==> src/rtl/ul4_seq.sv <==
// Command sequencer for an external 4-bit logic unit: registers the operands,
// waits one execute cycle, captures the result and holds it until the downstream side accepts it.
module ul4_seq #(
    parameter int DATA_W = 4
) (
    input  logic              clk,
    input  logic              reset,
    input  logic              cmd_valid,
    output logic              cmd_ready,
    input  logic [DATA_W-1:0] cmd_a,
    input  logic [DATA_W-1:0] cmd_b,
    input  logic [1:0]        cmd_s,
    input  logic              cmd_chain,
    output logic [DATA_W-1:0] ul_a,
    output logic [DATA_W-1:0] ul_b,
    output logic [1:0]        ul_s,
    input  logic [DATA_W-1:0] ul_out,
    output logic [DATA_W-1:0] res,
    output logic              res_valid,
    input  logic              res_ready,
    output logic              res_zero,
    output logic [7:0]        op_count
);

    typedef enum logic [1:0] {
        IDLE = 2'd0,
        EXEC = 2'd1,
        DONE = 2'd2
    } state_t;

    state_t            state;
    state_t            state_nxt;
    logic              accept;
    logic              capture;
    logic              handshake;
    logic [DATA_W-1:0] last_res;

    always_ff @(posedge clk) begin
        if (reset) begin
            state <= IDLE;
        end else begin
            state <= state_nxt;
        end
    end

    always_comb begin
        state_nxt = state;
        cmd_ready = 1'b0;
        accept    = 1'b0;
        capture   = 1'b0;
        handshake = 1'b0;
        case (state)
            IDLE: begin
                cmd_ready = 1'b1;
                if (cmd_valid) begin
                    accept    = 1'b1;
                    state_nxt = EXEC;
                end
            end
            EXEC: begin
                capture   = 1'b1;
                state_nxt = DONE;
            end
            DONE: begin
                // No accept here: a new command waits for the IDLE cycle after the handshake.
                if (res_valid && res_ready) begin
                    handshake = 1'b1;
                    state_nxt = IDLE;
                end
            end
            default: state_nxt = IDLE;
        endcase
    end

    always_ff @(posedge clk) begin
        if (reset) begin
            ul_a      <= '0;
            ul_b      <= '0;
            ul_s      <= '0;
            res       <= '0;
            last_res  <= '0;
            res_valid <= 1'b0;
            op_count  <= '0;
        end else begin
            if (accept) begin
                ul_a <= cmd_chain ? last_res : cmd_a;
                ul_b <= cmd_b;
                ul_s <= cmd_s;
            end
            if (capture) begin
                res       <= ul_out;
                last_res  <= ul_out;
                res_valid <= 1'b1;
            end
            if (handshake) begin
                res_valid <= 1'b0;
                op_count  <= op_count + 8'd1;
            end
        end
    end

    assign res_zero = (res == '0);

endmodule

==> config.mk <==
export PLATFORM = sky130hd
export DESIGN_NAME = ul4_seq
export DESIGN_NICKNAME = d
export VERILOG_FILES = /design/src/rtl/ul4_seq.sv
export SDC_FILE = /design/constraint.sdc
export NUM_CORES = 1
export LEC_CHECK = 0
export ABC_CLOCK_PERIOD_IN_PS = 1300
export CAP_MARGIN = 20
export CORE_MARGIN = 3
export CORE_UTILIZATION = 39
export CTS_BUF_LIST = sky130_fd_sc_hd__clkbuf_2 sky130_fd_sc_hd__clkbuf_4 sky130_fd_sc_hd__clkbuf_8
export CTS_CLUSTER_DIAMETER = 150
export DETAILED_ROUTE_END_ITERATION = 10
export MAX_ROUTING_LAYER = met4
export PLACE_DENSITY = 0.84
export SYNTH_ARGS = -nofsm -noshare
export SYNTH_HDL_FRONTEND = slang
export SYNTH_SLANG_ARGS = --single-unit
==> constraint.sdc <==
create_clock -name clk -period 1.3 [get_ports clk]
set_input_delay 0.195 -clock clk [delete_from_list [all_inputs] [get_ports clk]]
set_output_delay 0.195 -clock clk [all_outputs]
set_load 0.05 [all_outputs]
== Word-level counts from Yosys, hierarchy flattened ==
Index checks and enable logic that the tools add are counted.

* Bits in registers: 25
* Output and inout port bits: 25

* Mux-type cells: 10
* Add/sub/neg operators: 1
* Reduce and logical (&&, ||, !) cells: 5
* Equal/unequal tests: 4

{| class="wikitable"
|+ Operators with widths
! cell !! count
|-
| $add A8 B1 Y8 const B || 1
|-
| $mux W1 || 6
|-
| $pmux W2 S3 || 1
|-
| $logic_not A4 Y1 || 1
|-
| $mux W2 || 2
|-
| $mux W4 || 1
|-
| $ne A2 B2 Y1 const B || 2
|-
| $eq A2 B1 Y1 const B || 1
|-
| $eq A2 B2 Y1 const B || 1
|-
| $logic_not A2 Y1 || 1
|-
| $reduce_and A2 Y1 || 1
|-
| $reduce_or A2 Y1 || 1
|-
| $logic_and A1 B1 Y1 || 1
|}

== Longest topological paths before layout ==
* Depth in word-level cells: 4
* Gate-level depth with buffers: 4

== Worst setup path after synthesis ==
Ideal clock, no wire load.

* Path type: register -> output
* Start: register last_res[0] (netlist name)
* End: output port res_zero
* Stages on the path, launching flop included: 2
* Path slack: -0.982 ns
* Arrival: 2.087 ns
* Cell sequence: dfxtp_1 nor4_1

{| class="wikitable"
|+ RTL lines
! item !! RTL line !! source
|-
| end: declaration || 21 || <nowiki>output logic res_zero,</nowiki>
|}

==> out/qor.csv <==
stage,metric,value,unit
status,outcome,finished with violations,
status,violations,negative setup slack,
yosys,synth.most_common_cell,dfxtp_1,
detailed_routing,wl,3.550,mm
flow_run,max_cap_viol_count,0,
detailed_routing,via_per_inst,5.547,
detailed_routing,wl_per_cell,18.49,µm
yosys,synth_edf_count,0,
worst_setup_path,critPathKind,reg2out,
sta,slew_viol_final,0,
global_route,grt_first_pass_wirelength,4.795,mm
cts,cts_buffers,3,
yosys,synth_flop_cell,dfxtp_1,
cells_and_area,final_layout_size_suffix_gt1_share,45.68,%
sta,slew_headroom,79.38,%
floorplanning,die_w,57.85,µm
detailed_routing,first_pass_iters,5,
floorplanning,die_h,57.85,µm
yosys,synth_area_leaders,"dfxtp_1 (48%), mux2i_1 (14%), nor2_1 (6.4%)",
global_route,grt_max_degree,16,
placement,place_congestion,0.7101,
power_and_ir_drop,total_power,1.852,mW
power_and_ir_drop,comb_power_share,33.5,%
yosys,ys_types,26,
detailed_routing,first_iter_violations,18,
placement,dp_slack,-0.3525,ns
power_and_ir_drop,p_seq_share,45.6,%
power_and_ir_drop,internal_power,1.261,mW
worst_setup_path,reg2reg_depth,5,
worst_setup_path,reg2reg_to,ul_s[1]$_SDFFE_PP0P_,
power_and_ir_drop,vdd_drop_max,1039,µV
power_and_ir_drop,p_leak,0.8183,nW
sta,finalClockSkew,0.005224,ns
cts,h-tree-depth,1,
yosys,syn_inst,108,
yosys,syn_area_per_cell,9.708,µm²
power_and_ir_drop,p_per_area,910.2,nW/µm²
sta,hold_violations,0,
floorplanning,core,2522,µm²
worst_setup_path,r2r-start,state[1]$_SDFFE_PP0P_,
yosys,ys_seq_area_share,47.73,%
cts,clk_pin_slew_worst_paths,0.13,ns
sta,fin_hold_ws,0.4749,ns
power_and_ir_drop,swShare,31.93,%
detailed_routing,drc,0,
cts,holdBufCountCts,0,
yosys,yosys_register_bits,25,
yosys,synthTopCellsByCount,"dfxtp_1 (25), nor2_1 (18), mux2i_1 (15), a21oi_1 (7)",
worst_setup_path,crit_path_max_fanout,2,
worst_hold_path,whs_path_depth,3,
detailed_routing,vias,1065,
placement,dp_hpwl,2.164,mm
floorplanning,io_pins,44,
sta,fmax,717.6,MHz
global_route,grt_busiest_layer,met2,
global_route,grt_remaining_overflow,0,
global_route,grt_pass1_vias,1014,
global_route,grt_usage,19.65,%
cells_and_area,num_antenna_cells,0,
worst_setup_path,start_kind,register,
worst_hold_path,whs_endpoint,ul_b[2]$_SDFFE_PP0P_,
placement,numPortBuffers,43,
yosys,netlist.area_leader.share,47.73,%
global_route,antenna_found_initial,0,
worst_hold_path,min_from,cmd_b[2],
yosys,synth_area,1049,µm²
cts,cts_tree,done,
sta,worstMarginPinSlew,0.3066,ns
cts,clockBufferDepth,2,
worst_setup_path,cp_data_required_time,1.11,ns
cells_and_area,fin_nets,183,
worst_setup_path,cp.arrival,1.20,ns
floorplanning,start_util,41.57,%
global_route,use_met1,22.31,%
sta,rsz0062_at_grt,true,
cells_and_area,area_delta_synth_final,94.03,%
sta,setup_slack,-0.09358,ns
sta,finalSetupViolCount,5,
yosys,async_reset_ff_share,0,%
sta,fin_crit,1.394,ns
global_route,grt_use_met3,5.122,%
power_and_ir_drop,clockPowerShare,20.9,%
yosys,syn-num-nets,128,
detailed_routing,antenna_left,0,
cts,worstSkewPairLatency,0.33,ns
cells_and_area,fin_util,80.65,%
cts,clkSinkCount,25,
global_route,met2_usage,31.94,%
cts,cts_root_buf,clkbuf_4,
sta,fin_crit_sh,107.2,%
worst_setup_path,reg2reg_slack,-0.05,ns
yosys,yosysTopAreaCell,dfxtp_1,
worst_setup_path,crit_path_end_kind,output pin,
floorplanning,die-area,3347,µm²
worst_hold_path,hold_path.class,in2reg,
floorplanning,num_rows,18,
power_and_ir_drop,netSwitchingPower,591.3,µW
yosys,ys_warn_count,0,
## per-stage QoR
step / area (µm²) / cells / setup TNS (ns)
4_1_cts: 1921 / 188 / -0.1358
2_1_floorplan: 1110 / 108 / 0
3_5_place_dp: 1856 / 181 / -2.640
5_1_grt: 2034 / 192 / -0.9117
3_3_place_gp: 1856 / 181 / -2.184
6_report: 2034 / 192 / -0.1626
## worst max-delay path, cell delays in order, from the launching register on
cell,delay (ns)
dfxtp_4,0.38
nor4_4,0.31
buf_12,0.18
## worst max path at each step
stage                              from                        to  slack [ns]  depth (start not counted)
2_1_floorplan  last_res[3]$_SDFFE_PP0N_                  res_zero      0.0008                          1
3_3_place_gp                  res_ready  op_count[7]$_SDFFE_PP0P_       -0.29                          4
3_5_place_dp                  res_ready  op_count[6]$_SDFFE_PP0P_       -0.35                          4
4_1_cts        last_res[2]$_SDFFE_PP0N_                  res_zero       -0.11                          2
5_1_grt        last_res[1]$_SDFFE_PP0N_                  res_zero       -0.14                          2
6_report       last_res[2]$_SDFFE_PP0N_                  res_zero       -0.09                          2
## state kept, by name, indices dropped and copies added (netlist names)
name	flops
ul_a	4
state	2
res_valid	1
op_count	8
ul_s	2
ul_b	4
last_res	4
## what timing repair did
action / in CTS / in global routing
pin swaps: 1 / 9
endpoints found under the setup margin: 3 / 17
buffers inserted: 3 / 3
gates resized for setup: 4 / 18
hold endpoints to repair: 0 / 0
gates cloned: 0 / 1
## power by group through the flow
| stage | Clock, mW | Combinational (mW) | Sequential [mW] |
|---|---|---|---|
| detailed placement | 0 | 0.546 | 0.864 |
| finish | 0.386 | 0.621 | 0.845 |
| floorplan | 0 | 0.148 | 0.966 |
| global placement | 0 | 0.535 | 0.863 |
| CTS | 0.395 | 0.566 | 0.839 |
| global route | 0.432 | 0.644 | 0.850 |
## final cells by class
cell class              instances  area (µm²)
inverters                       2       7.507
fillers                       137       488.0
clock buffers                   4       30.03
flip-flops and latches         25       534.3
repair buffers                 57       834.6
multi-input cells              74       590.6
well taps                      30       37.54
## cell usage in the layout (no fill, tap or decap), drive strengths merged
cell type and n:
nand3 4, clkbuf 5, dfxtp 25, buf 38
inv 2, nand2b 1, nand4b 1, nor3 1
clkdlybuf4s50 18, ha 1, xor2 1, or4 2
a211oi 4, o31ai 2, a21oi 7, nor4 2
mux2i 15, o21ai 3, mux2 1, nand2 3
or3 3, nor2 18, nand3b 1, nor2b 3
nor3b 1
## cells by family after synthesis
group / after synthesis / share of synthesized area, %
AO/OA/AOI/OAI: 16 / 9.068
adder cells (fa/ha/maj): 1 / 1.193
buffers and inverters: 9 / 4.296
AND/OR/NAND/NOR: 40 / 21.48
multiplexers: 16 / 15.39
flip-flops: 25 / 47.73
XOR/XNOR: 1 / 0.8355
## routing by layer
| layer | share of wire (%) | up-vias |
|---|---|---|
| met2 | 51 | 56 |
| met3 | 6.5 | 12 |
| met4 | 4.6 | 0 |
| met5 | 0 | - |
| li1 | - | 487 |
| met1 | 37 | 510 |
No activity file was read; power rests on OpenSTA's default activity.
